**config.mk**
```make
export PLATFORM = sky130hd
export DESIGN_NAME = lcd_page_buffer_flat
export DESIGN_NICKNAME = d
export VERILOG_FILES = /design/src/rtl/lcd_page_buffer_if.sv /design/src/rtl/lcd_page_buffer.sv /design/src/flat_wrapper.sv
export SDC_FILE = /design/constraint.sdc
export NUM_CORES = 1
export LEC_CHECK = 0
export BUFFER_PORTS_ARGS = -buffer_cell sky130_fd_sc_hd__buf_2
export CAP_MARGIN = 30
export CORE_UTILIZATION = 40
export CTS_CLUSTER_DIAMETER = 150
export DETAILED_ROUTE_END_ITERATION = 12
export HOLD_SLACK_MARGIN = 0.15
export MAX_ROUTING_LAYER = met4
export SLEW_MARGIN = 20
export SYNTH_ARGS = -nofsm -noshare
export SYNTH_HDL_FRONTEND = slang
export SYNTH_SLANG_ARGS = --single-unit
```
**constraint.sdc**
```tcl
create_clock -name clk -period 4.54 [get_ports clk]
set_input_delay 0.227 -clock clk [delete_from_list [all_inputs] [get_ports clk]]
set_output_delay 0.227 -clock clk [all_outputs]
set_load 0.005 [all_outputs]
```
**src/rtl/lcd_page_buffer_if.sv**
```systemverilog
// Bus between the LCD controller and image ROM (master side) and the page buffer (slave side).
// Carries the page handshake, the streamed column byte and the ROM read port.
interface lcd_page_buffer_if #(
    parameter int COLS   = 64,
    parameter int ADDR_W = 6
);
    logic              data_request;
    logic [ADDR_W-1:0] addr;
    logic              lcd_en;
    logic              data_ack;
    logic [7:0]        data;
    logic [ADDR_W+2:0] rom_addr;
    logic [COLS-1:0]   rom_data;
    logic              busy;

    modport master (
        output data_request, addr, lcd_en, rom_data,
        input  data_ack, data, rom_addr, busy
    );

    modport slave (
        input  data_request, addr, lcd_en, rom_data,
        output data_ack, data, rom_addr, busy
    );
endinterface

```
**src/rtl/lcd_page_buffer.sv**
```systemverilog
// Fetches the 8 pixel rows of one LCD page from the image ROM and streams them back out
// transposed into column bytes (bit0 = top row), paced by the controller's lcd_en phases.
module lcd_page_buffer #(
    parameter int COLS   = 64,
    parameter int ADDR_W = 6
) (
    input  logic             clk,
    input  logic             rst_n,
    lcd_page_buffer_if.slave bus
);
    localparam int               IDX_W    = $clog2(COLS);
    localparam logic [IDX_W-1:0] LAST_IDX = IDX_W'(COLS - 1);

    typedef enum logic [2:0] {
        IDLE,
        LOAD,
        CAPTURE,
        ACK,
        STREAM
    } state_t;

    state_t            state_q, state_d;
    logic [ADDR_W-1:0] addr_q, addr_d;
    logic [2:0]        rowCnt_q, rowCnt_d;
    logic [IDX_W-1:0]  idx_q, idx_d;
    logic              ack_q, ack_d;
    logic [COLS-1:0]   rows_q [8];
    logic [COLS-1:0]   rows_d [8];
    logic [IDX_W-1:0]  colSel;

    always_ff @(posedge clk or negedge rst_n) begin
        if (!rst_n) begin
            state_q <= IDLE;
        end else begin
            state_q <= state_d;
        end
    end

    always_ff @(posedge clk or negedge rst_n) begin
        if (!rst_n) begin
            addr_q   <= '0;
            rowCnt_q <= '0;
            idx_q    <= '0;
            ack_q    <= 1'b0;
            for (int i = 0; i < 8; i++) begin
                rows_q[i] <= '0;
            end
        end else begin
            addr_q   <= addr_d;
            rowCnt_q <= rowCnt_d;
            idx_q    <= idx_d;
            ack_q    <= ack_d;
            for (int i = 0; i < 8; i++) begin
                rows_q[i] <= rows_d[i];
            end
        end
    end

    // ROM data lags the issued row by one cycle, so LOAD stores the previous row
    // and CAPTURE picks up row 7 after the last issue.
    always_comb begin
        state_d  = state_q;
        addr_d   = addr_q;
        rowCnt_d = rowCnt_q;
        idx_d    = idx_q;
        for (int i = 0; i < 8; i++) begin
            rows_d[i] = rows_q[i];
        end

        unique case (state_q)
            IDLE: begin
                if (bus.data_request) begin
                    addr_d   = bus.addr;
                    rowCnt_d = 3'd0;
                    state_d  = LOAD;
                end
            end
            LOAD: begin
                if (rowCnt_q != 3'd0) begin
                    rows_d[rowCnt_q - 3'd1] = bus.rom_data;
                end
                if (rowCnt_q == 3'd7) begin
                    state_d = CAPTURE;
                end else begin
                    rowCnt_d = rowCnt_q + 3'd1;
                end
            end
            CAPTURE: begin
                rows_d[7] = bus.rom_data;
                state_d   = ACK;
            end
            ACK: begin
                if (!bus.data_request) begin
                    idx_d   = '0;
                    state_d = STREAM;
                end
            end
            STREAM: begin
                if (!bus.lcd_en) begin
                    if (idx_q == LAST_IDX) begin
                        idx_d   = '0;
                        state_d = IDLE;
                    end else begin
                        idx_d = idx_q + IDX_W'(1);
                    end
                end
            end
            default: begin
                state_d = IDLE;
            end
        endcase

        // An aborted request still finishes the fetch but passes through ACK unacknowledged.
        ack_d = (state_d == ACK) && bus.data_request;
    end

    assign colSel = LAST_IDX - idx_q;

    always_comb begin
        bus.data = '0;
        for (int b = 0; b < 8; b++) begin
            bus.data[b] = rows_q[b][colSel];
        end
    end

    assign bus.rom_addr = {addr_q, rowCnt_q};
    assign bus.data_ack = ack_q;
    assign bus.busy     = (state_q != IDLE);
endmodule

```
**src/flat_wrapper.sv**
```systemverilog
// flat-port wrapper written by rule: the top's interface ports become plain ports
module lcd_page_buffer_flat 
#(
    parameter int COLS   = 64,
    parameter int ADDR_W = 6
)
  (clk, rst_n, bus_data_request, bus_addr, bus_lcd_en, bus_rom_data, bus_data_ack, bus_data, bus_rom_addr, bus_busy);
  lcd_page_buffer_if #(.COLS(COLS), .ADDR_W(ADDR_W)) bus_i ();
  input  logic clk;
  input  logic rst_n;
  input wire logic [$bits(bus_i.data_request)-1:0] bus_data_request;
  input wire logic [$bits(bus_i.addr)-1:0] bus_addr;
  input wire logic [$bits(bus_i.lcd_en)-1:0] bus_lcd_en;
  input wire logic [$bits(bus_i.rom_data)-1:0] bus_rom_data;
  output wire logic [$bits(bus_i.data_ack)-1:0] bus_data_ack;
  output wire logic [$bits(bus_i.data)-1:0] bus_data;
  output wire logic [$bits(bus_i.rom_addr)-1:0] bus_rom_addr;
  output wire logic [$bits(bus_i.busy)-1:0] bus_busy;
  assign bus_i.data_request = bus_data_request;
  assign bus_i.addr = bus_addr;
  assign bus_i.lcd_en = bus_lcd_en;
  assign bus_i.rom_data = bus_rom_data;
  assign bus_data_ack = bus_i.data_ack;
  assign bus_data = bus_i.data;
  assign bus_rom_addr = bus_i.rom_addr;
  assign bus_busy = bus_i.busy;
  lcd_page_buffer #(.COLS(COLS), .ADDR_W(ADDR_W)) u_core (.clk(clk), .rst_n(rst_n), .bus(bus_i));
endmodule
```
* After elaboration in Yosys (flattened, before gate mapping) *
Cells that the tools add are included.

cells by class
  add/sub/neg operators = 4
  multiply operators = 0
  divide/modulo/power cells = 0
  magnitude comparators = 3
  eq/ne operators = 12
  shifts and indexed selects = 0
  muxes and demuxes = 34
  bitwise gates (word level) = 1
  reductions and logical operators = 13

operators by type and width
  kind                   number
  $bwmux W512            1
  $demux W64 S3          1
  $mux W64               2
  $pmux W64 S2           1
  $bmux W1 S6            8
  $mux W3                7
  $mux W6                3
  $pmux W3 S5            1
  $pmux W6 S2            1
  $eq A3 B2 Y1 const B   3
  $mux W1                8
  $ne A2 B2 Y1 const B   4
  $lt A6 B7 Y1 const B   1
  $add A6 B1 Y6 const B  1
  $eq A3 B3 Y1 const B   2
  $eq A6 B6 Y1 const B   1
  $pmux W3 S2            1
  $reduce_and A2 Y1      3
  $reduce_and A3 Y1      2
  $reduce_bool A2 Y1     3
  $reduce_bool A3 Y1     2
  $sub A6 B6 Y6 const A  1
  $ge A4 B4 Y1 const B   1
  $lt A4 B1 Y1 const B   1
  7 further kinds        8

storage, ports and cells
  flip-flop bits (word level) = 531
  bits in latches = 0
  memory bits (writable) = 0
  ROM bits = 0
  word-level logic and storage cells = 80
  memories = 0

* Depth between registers and ports, before layout *
Gate-level depths: netlist of the first run.

  depth after elaboration = 9
  gate-level depth with buffers = 10
  gate-level depth less buffers = 6

* Least setup slack after synthesis of the first run *
No wires, ideal clock.

  path kind = reg-to-output
  start = register u_core.idx_q[0]
  end = output bus_data[3]
  arrival = 1.976 ns
  path slack = 2.337 ns
  cell stages (with the launch flop) = 9
  path buffers = 3
  cells stage by stage = dfrtp_1 > buf_6 > buf_6 > buf_2 > mux4_2 > o21ai_0 > a21oi_1 > o21ai_0 > o211ai_1

on the way
  word-level cells in the longest chain between the ends = 3

RTL lines
  item                           RTL line                RTL
  start, declared                lcd_page_buffer.sv:25   logic [IDX_W-1:0] idx_q, idx_d;
  start signal, assigned         lcd_page_buffer.sv:51   idx_q <= idx_d;
  $sub A6 B6 Y6                  lcd_page_buffer.sv:117  assign colSel = LAST_IDX - idx_q;
  $bmux W1 S6                    lcd_page_buffer.sv:122  bus.data[b] = rows_q[b][colSel];
  $mux W1 (not written as such)  lcd_page_buffer.sv:122
  end, declared                  flat_wrapper.sv:16      output wire logic [$bits(bus_i.data)-1:0] bus_data;

No other way between the ends. The select of a mux whose other input is x is not followed.

* Final worst setup path of the first run *
  start = register u_core.idx_q[3]
  end = output bus_data[2]

Same word-level chain as after synthesis.

==> results of run 1 <==
-- worst max-delay path, delay by kind of cell (launching register included) --
| kind | cells | cell delay [ps] |
|---|---|---|
| compound gates | 4 | 1500 |
| flops | 1 | 900 |
| simple gates | 1 | 830 |
| buf+inv | 1 | 130 |
-- layer usage --
metal | part of all wire (%) | vias up
met1 | 45 | 7660
met4 | 2.5 | 0
met2 | 48 | 322
li1 | - | 6127
met5 | 0 | -
met3 | 4.1 | 100
-- through the flow --
stage	hold WS, ps	cells	setup slack [ps]	power [mW]
detailed placement	363	2327	1000	16.0
global route	312	2512	274	22.3
floorplan	-68.6	1534	2340	13.9
CTS	292	2509	324	21.3
finish	234	2512	325	21.1
global placement	350	2325	998	15.7
-- area by class of cell --
cell class / instances / area (µm²)
Antenna cell: 1 / 2.50
Clock buffer: 81 / 1670
Clock inverter: 27 / 428
Fill cell: 5113 / 31100
Inverter: 8 / 30.0
Multi-Input combinational cell: 892 / 10200
Sequential cell: 531 / 13300
Tap cell: 773 / 967
Timing Repair Buffer: 199 / 1600
-- state kept, by name (all words and copies together), names as in the netlist --
register,flops
u_core.addr_q,6
u_core.state_q,3
u_core.idx_q,6
u_core.rows_q,512
u_core.bus.data_ack,1
u_core.rowCnt_q,3
-- timing repair --
| action | CTS | global route |
|---|---|---|
| hold endpoints to repair | 626 | 0 |
| gates resized for setup | 0 | 0 |
| hold buffers | 74 | 0 |
-- power by group --
part | leakage, nW | total [mW] | internal [mW] | switching [mW]
sequential | 6.28 | 8.50 | 7.22 | 1.28
combinational | 4.14 | 7.48 | 4.30 | 3.18
clock | 1.03 | 5.14 | 3.18 | 1.96
-- worst min path at each step --
stage          depth (start not counted)  startpoint                            to  slack (ps)
3_3_place_gp                           1       rst_n  u_core.addr_q[4]$_DFFE_PN0P_         350
4_1_cts                                2       rst_n  u_core.addr_q[4]$_DFFE_PN0P_         290
5_1_grt                                2       rst_n  u_core.addr_q[5]$_DFFE_PN0P_         310
6_report                               2       rst_n  u_core.addr_q[5]$_DFFE_PN0P_         230
3_5_place_dp                           1       rst_n  u_core.addr_q[4]$_DFFE_PN0P_         360
2_1_floorplan                          0       rst_n  u_core.addr_q[0]$_DFFE_PN0P_         -70
-- layout by cell type (no fill, tap or decap), types with 4 or more instances in the layout --
cell type        n
dfrtp_1        529
ha_1             5
a221oi_1        23
buf_4           22
nand2_1         17
mux2_2         444
clkbuf_16       59
buf_2           91
dlygate4sd3_1   74
nor2_4           4
mux4_2         100
nor2_1          12
o221ai_1        18
a21o_1           5
a21oi_1         24
mux2i_1         65
clkinv_2        11
inv_1            8
buf_12           9
nor3b_1          4
mux2_1          81
bufinv_16       11
a22o_1           4
clkbuf_1        11
o21ai_0         22
clkbuf_8        11
a22oi_1         12
or3_1            5
-- cells by family (layout without fill, tap and decap cells) --
kind of cell               after synthesis  count (layout)  synth area share, %
other                                    0               1                    0
adders and majority gates                5               5                0.259
buffers and inverters                  111             315                 2.77
and+or+nand+nor                         68              68                 1.64
xor gates and xnor gates                 4               4                0.145
muxes                                  690             690                 36.5
AOI/OAI and AO/OA                      125             125                 3.75
DFF                                    531             531                 55.0
==> impl_metrics.json, run 1 <==
{
  "synth_area_leaders": "dfrtp_1, mux2_2, mux4_2",
  "yosysUniqueCellTypes": 52,
  "place_area_um2": 25400,
  "ir_worst_vdd_v": 0.000405,
  "initial_core_util_pct": 40.7,
  "hpwl_mm": 41.0,
  "drt_pass1_iterations": 5,
  "gp_congestion": 0.804,
  "fin_skew_ps": 13.3,
  "finalHoldViolations": 0,
  "critical_path.startpoint_type": "flop",
  "cts_buffers": 57,
  "synth-seq-cells": 531,
  "post-route-util_pct": 47.6,
  "syn_nets": 1613,
  "min_period_ps": 4210,
  "antenna_found_initial": 1,
  "final_area_um2": 28200,
  "cts.sinks": 531,
  "ff2ff_setup_slack_ps": 1230,
  "met1_usage_pct": 29.2,
  "crit_path_max_fanout": 19,
  "rsz0062_at_grt": "false",
  "r2r_start": "u_core.idx_q[2]$_DFFE_PN0P_",
  "hold_class": "in2async",
  "fin_setup_tns_ps": 0,
  "path_cells": "or3_1, o221ai_1, a21oi_1, a22oi_1, a21o_1, buf_2",
  "grt.overflow.total": 0,
  "synth_top_area_share_pct": 55.0,
  "cts-root-buf": "clkbuf_16",
  "clock_path_buffers": 3,
  "grt_pass1_wl_mm": 96.6,
  "fp.dieW_um": 248,
  "p_per_area_nw_per_um2": 748,
  "crit_slowest_cell": "dfrtp_1",
  "syn_avg_cell_area_um2": 15.8,
  "final_nets": 1768,
  "synth_top_area_cell": "dfrtp_1",
  "seq_area_frac_synth_pct": 55.0,
  "clk_pin_slew_ps": 60,
  "leakage_nw": 11.5,
  "path_class": "reg2out",
  "ys_warn_count": 0,
  "drtIter0Drc": 827,
  "areaGrowthSynthToFinish_pct": 16.8,
  "max_cap_viol_count": 0,
  "fmax_mhz": 237,
  "crit_path_start": "u_core.idx_q[3]$_DFFE_PN0P_",
  "clkLatencyLatePin_ps": 620,
  "worst_r2r_path_depth": 5,
  "die_area_um2": 61400,
  "relSlewSlack_pct": 38.7,
  "slew_viol_final": 0,
  "synth.most_common_cell": "dfrtp_1",
  "status": "finished, final reports clean",
  "io_buffers": 92,
  "ys.flop_type": "dfrtp_1",
  "ant_nets": 0,
  "io_pins": 93,
  "endpoint": "bus_data[2]",
  "drc": 0,
  "cpPeakStageDelay_ps": 900,
  "synth_area_um2": 24200,
  "grt_busiest_layer": "met2",
  "viasPerCell": 5.66,
  "cts_setup_buffers": 0,
  "grt_start_max_net_pins": 127,
  "r2r_end": "u_core.state_q[2]$_DFF_PN0_",
  "synth_common_cells": "dfrtp_1, mux2_2, mux4_2, mux2_1, mux2i_1",
  "cp-end-kind": "primary output",
  "track_usage_pct": 21.6,
  "worstPathRequired_ps": 4310,
  "h-tree-depth": 2,
  "syn_inst": 1534,
  "synth-edff-count": 0,
  "avgRoutedWirePerCell_um": 24.8,
  "use_met2_pct": 34.1,
  "fin_crit_sh_pct": 92.8,
  "synthArstFlopShare_pct": 100,
  "finalSetupViolCount": 0,
  "layout-drive-gt1-share_pct": 45.2,
  "rows": 89,
  "routed_wirelength_mm": 62.3,
  "core_um2": 59400,
  "cts_tree": "yes",
  "die_h_um": 248,
  "worstMarginPinSlew_ps": 906,
  "grt_pass1_vias": 15000,
  "use_met3_pct": 2.62,
  "arrival_ps": 3990,
  "vias": 14200
}
No activity file was read; power rests on OpenSTA's default activity.
==> run 2: changes to the inputs <==
CTS_BUF_LIST = sky130_fd_sc_hd__clkbuf_4   (was default)
clock period = 3.7 ns   (was 4.54 ns; I/O delays follow)
==> impl_metrics.json, run 2 (synthesis gave the netlist of run 1 again) <==
{
  "status": "finished, final reports clean",
  "initial_core_util_pct": 40.7,
  "crit_slowest_cell": "dfrtp_4",
  "worstMarginPinSlew_ps": 981,
  "rsz0062_at_grt": "true",
  "drt_pass1_iterations": 5,
  "finalPower_mw": 25.3,
  "ff2ff_setup_slack_ps": 820,
  "core_um2": 59400,
  "hpwl_mm": 40.2,
  "rows": 89,
  "ir_worst_vdd_v": 0.000574,
  "hold_class": "in2reg",
  "leakage_nw": 12.1,
  "clk_pin_slew_ps": 70,
  "cts_buffers": 144,
  "cp-end-kind": "primary output",
  "viasPerCell": 5.49,
  "path_class": "reg2out",
  "top_regs": "u_core.rows_q (512), u_core.addr_q (6), u_core.idx_q (6)",
  "largest_reg_flops": 512,
  "gp_congestion": 0.820,
  "multi_input_comb_area_um2": 10400,
  "ff_latch_area_um2": 13300,
  "grt_pass1_wl_mm": 100,
  "cp_common_cell": "buf_12",
  "crit_path_max_fanout": 14,
  "power.internal_mw": 17.3,
  "filler_cell_count": 5128,
  "avgRoutedWirePerCell_um": 23.4,
  "die_area_um2": 61400,
  "cts.sinks": 531,
  "drtIter0Drc": 1011,
  "cts_tree": "yes",
  "track_usage_pct": 22.7,
  "fmax_mhz": 277,
  "final_nets": 1960,
  "p_sw_share_pct": 31.5,
  "finalHoldViolations": 0,
  "io_pins": 93,
  "max_cap_viol_count": 0,
  "layout-drive-gt1-share_pct": 48.7,
  "fp.dieW_um": 248,
  "grt_start_max_net_pins": 113,
  "power_frac_clock_pct": 21.5,
  "grt_pass1_vias": 16500,
  "critical_path.startpoint_type": "flop",
  "finalSetupViolCount": 0,
  "antenna_found_initial": 3,
  "critPathBufInv": 3,
  "clock_path_buffers": 3,
  "regMostFlops": "u_core.rows_q",
  "h-tree-depth": 4,
  "seq_power_share_pct": 41.0,
  "grt.overflow.total": 0,
  "die_h_um": 248,
  "fin_skew_ps": 40.5,
  "min_period_ps": 3610,
  "clkLatencyLatePin_ps": 970,
  "arrival_ps": 3430,
  "p_per_area_nw_per_um2": 862,
  "routed_wirelength_mm": 64.5,
  "worstPathRequired_ps": 3510,
  "final_cell_mix": "dfrtp_1, mux2_2, clkbuf_4",
  "fin_crit_sh_pct": 97.7,
  "place_area_um2": 25500,
  "relSlewSlack_pct": 34.6,
  "cpPeakStageDelay_ps": 510,
  "vias": 15200,
  "areaGrowthSynthToFinish_pct": 21.2,
  "slew_viol_final": 0,
  "ant_nets": 0,
  "cp_top_family": "compound AO/OA/AOI/OAI gates",
  "power.switching_mw": 7.94,
  "io_buffers": 92,
  "drc": 0,
  "final_common_cell": "dfrtp_1",
  "path_cells": "buf_12, buf_12, mux4_2, mux2i_1, a21oi_2, o221ai_1, o211ai_1, buf_2",
  "cts-root-buf": "clkbuf_4",
  "final_area_um2": 29300,
  "pwr-share-comb_pct": 37.5
}
## run 2: cell types whose count changed in the layout (fill, tap and decap cells not counted), sizes merged
cell         delta
inv             +3
dlygate4sd3    +79
clkinvlp        +2
clkinv          +6
buf            +25
bufinv          -7
clkbuf        +140
diode           +2
## run 2: layout make-up
class | count | area share (%)
Tap cell | 773 | 3.30
Clock buffer | 220 | 5.64
Multi-Input combinational cell | 892 | 35.4
Antenna cell | 3 | 0.0256
Inverter | 8 | 0.102
Timing Repair Buffer | 304 | 9.40
Sequential cell | 531 | 45.4
Clock inverter | 31 | 0.803
## run 2: metrics by stage
step	cells	TNS [ps]	setup slack [ps]	hold WS (ps)	util [%]
after CTS	2757	-70.2	-53.4	161	49.2
final	2762	0	85.5	238	49.4
after global routing	2762	-44.0	-43.8	199	49.4
after detailed placement	2345	0	377	321	43.0
after global placement	2345	0	386	311	43.0
after floorplan	1534	0	1540	-111	-
## run 2: power groups by stage
stage	Clock, mW	Combinational [mW]	Sequential [mW]
final	5.42	9.48	10.4
after global routing	5.93	10.2	10.7
after CTS	5.61	9.50	10.3
after detailed placement	0	9.16	10.4
after global placement	0	8.89	10.3
after floorplan	0	7.25	9.86
## run 2: final timing paths
| path | start | endpoint | cells past startpoint |
|---|---|---|---|
| max in group asynchronous | rst_n | u_core.rows_q[248]$_DFFE_PN0P_ | 4 |
| worst min-delay path | bus_rom_data[58] | u_core.rows_q[314]$_DFFE_PN0P_ | 3 |
| worst min register to register | u_core.rows_q[45]$_DFFE_PN0P_ | u_core.rows_q[45]$_DFFE_PN0P_ | 1 |
| worst max register to register | u_core.idx_q[2]$_DFFE_PN0P_ | u_core.state_q[2]$_DFF_PN0_ | 6 |
| worst max-delay path | u_core.idx_q[0]$_DFFE_PN0P_ | bus_data[6] | 8 |
| min in group asynchronous | rst_n | u_core.rows_q[494]$_DFFE_PN0P_ | 4 |
## run 2: metal layers
metal  share of wire [%]  global-route usage (%)  vias to the layer above
li1                    -                       -                     6598
met1                  44                    28.8                     8060
met2                  47                    33.7                      396
met3                 6.4                    6.75                      107
met4                 2.8                    9.64                        0
met5                   0                       -                        -
## run 2: repair_timing
item / CTS / global route
buffers inserted: 7 / 0
setup endpoints to repair: 8 / 7
hold buffers: 154 / 0
pin swaps: 2 / 0
endpoints found under the hold margin: 1062 / 0
gates resized for setup: 25 / 13
cloned: 0 / 1
## run 2: worst reg2reg max path: stages, from the launching register on
cell	delay [ps]
dfrtp_2	520
buf_6	270
and2_1	350
buf_6	250
a41oi_1	360
a311o_1	430
dlygate4sd3_1	550
==> run 3: changes to the inputs <==
PLACE_DENSITY = 0.56   (was default)
clock period = 4.3 ns   (was 3.7 ns; I/O delays follow)
==> impl_metrics.json, run 3 (synthesis gave the netlist of run 1 again) <==
{
  "status": "finished, final reports clean",
  "timing.hold.ws_ps": 265,
  "ff2ff_setup_slack_ps": 1260,
  "pre_cts_ws_ps": 1100,
  "min_period_ps": 4120,
  "p_sw_share_pct": 31.7,
  "power_frac_clock_pct": 21.9,
  "ff_latch_area_um2": 13300,
  "pwr-share-comb_pct": 37.2,
  "path_class": "reg2out",
  "hp-start": "bus_rom_data[59]",
  "viasPerCell": 5.50,
  "finalHoldViolations": 0,
  "final_cell_mix": "dfrtp_1, mux2_2, clkbuf_4",
  "cts.sinks": 531,
  "gp_congestion": 0.884,
  "finalSetupViolCount": 0,
  "hold_path_end": "u_core.rows_q[59]$_DFFE_PN0P_",
  "clkLatencyLatePin_ps": 940,
  "critical_path.startpoint_type": "flop",
  "top_regs": "u_core.rows_q (512), u_core.addr_q (6), u_core.idx_q (6)",
  "max_cap_viol_count": 0,
  "cts_tree": "yes",
  "r2r_end": "u_core.state_q[2]$_DFF_PN0_",
  "seq_power_share_pct": 40.9,
  "antenna_found_initial": 4,
  "ant_nets": 0,
  "final_common_cell": "dfrtp_1",
  "drtIter0Drc": 850,
  "p_per_area_nw_per_um2": 753,
  "place_area_um2": 25500,
  "h-tree-depth": 4,
  "cts-root-buf": "clkbuf_4",
  "grt.overflow.total": 0,
  "regMostFlops": "u_core.rows_q",
  "cts_buffers": 149,
  "areaGrowthSynthToFinish_pct": 20.3,
  "grt_pass1_vias": 16300,
  "relSlewSlack_pct": 32.0,
  "die_area_um2": 61400,
  "cp-end-kind": "primary output",
  "layout-drive-gt1-share_pct": 47.2,
  "final_nets": 1953,
  "power.internal_mw": 15.0,
  "routed_wirelength_mm": 65.9,
  "power.switching_mw": 6.95,
  "r2r_start": "u_core.idx_q[2]$_DFFE_PN0P_",
  "grt_start_max_net_pins": 116,
  "multi_input_comb_area_um2": 10200,
  "final_area_um2": 29100,
  "rsz0062_at_grt": "false",
  "setup_slack_ps": 178,
  "crit_path_max_fanout": 28,
  "worst_r2r_path_depth": 5,
  "fin_skew_ps": 49.0,
  "avgRoutedWirePerCell_um": 23.9,
  "io_buffers": 92,
  "core_um2": 59400,
  "worstPathRequired_ps": 4090,
  "slew_viol_final": 0,
  "worstHoldPathCells": 3,
  "drc": 0,
  "ir_worst_vdd_v": 0.000438,
  "leakage_nw": 12.0,
  "fin_crit_sh_pct": 95.9,
  "fin_cells": 2758,
  "post-route-util_pct": 49.0,
  "clock_path_buffers": 3,
  "largest_reg_flops": 512,
  "initial_core_util_pct": 40.7,
  "arrival_ps": 3910,
  "place_inst": 2336,
  "track_usage_pct": 23.2,
  "fmax_mhz": 243,
  "finalPower_mw": 21.9,
  "drt_pass1_iterations": 4,
  "vias": 15200,
  "hold_class": "in2reg",
  "clk_pin_slew_ps": 60,
  "io_pins": 93,
  "hpwl_mm": 40.9,
  "rows": 89,
  "filler_cell_count": 5199,
  "worstMarginPinSlew_ps": 1010,
  "fp.dieW_um": 248,
  "fin_setup_tns_ps": 0,
  "die_h_um": 248,
  "grt_pass1_wl_mm": 102
}
## run 3: cell type report
| cell class | count | share of cell area, % |
|---|---|---|
| clock inverters | 34 | 0.921 |
| inverters | 8 | 0.103 |
| flip-flops and latches | 531 | 45.7 |
| multi-input cells | 892 | 35.2 |
| well taps | 773 | 3.33 |
| clock buffers | 225 | 5.81 |
| diodes | 3 | 0.0258 |
| repair buffers | 292 | 8.87 |
## run 3: worst max-delay path, stage by stage, from the launching register on
cell and delay, ps:
dfrtp_4 740, buf_4 520, mux4_2 300, mux2i_1 120, o21ai_0 380, nand2_1 110
a31oi_1 570, buf_2 230
## run 3: timing repair
action / CTS / global route
endpoints found under the setup margin: 0 / 3
hold buffers: 158 / 0
hold endpoints to repair: 1062 / 0
buffers inserted: 0 / 1
gates resized for setup: 0 / 1
## run 3: power groups by stage
stage / logic [mW] / registers (mW) / clock network, mW
6_report: 8.14 / 8.96 / 4.80
5_1_grt: 8.77 / 9.28 / 5.26
4_1_cts: 8.21 / 8.93 / 4.97
3_5_place_dp: 8.02 / 9.01 / 0
3_3_place_gp: 7.78 / 8.94 / 0
2_1_floorplan: 6.24 / 8.48 / 0
## run 3: worst max-delay path by stage
stage / from / end / slack [ps] / cells past startpoint
2_1_floorplan: u_core.idx_q[0]$_DFFE_PN0P_ / bus_data[3] / 2110 / 8
6_report: u_core.idx_q[1]$_DFFE_PN0P_ / bus_data[7] / 180 / 7
3_3_place_gp: u_core.idx_q[0]$_DFFE_PN0P_ / bus_data[7] / 1050 / 8
3_5_place_dp: u_core.idx_q[0]$_DFFE_PN0P_ / bus_data[7] / 1100 / 8
5_1_grt: u_core.idx_q[1]$_DFFE_PN0P_ / bus_data[7] / 50 / 7
4_1_cts: u_core.idx_q[0]$_DFFE_PN0P_ / bus_data[7] / 10 / 8
## run 3: layer usage
layer  vias to the layer above  track usage [%]  share of wire [%]
li1                       6571                -                  -
met1                      8137             31.0                 46
met2                       342             35.0                 47
met3                       114             4.75                4.2
met4                         0             8.44                2.4
met5                         -                -                  0
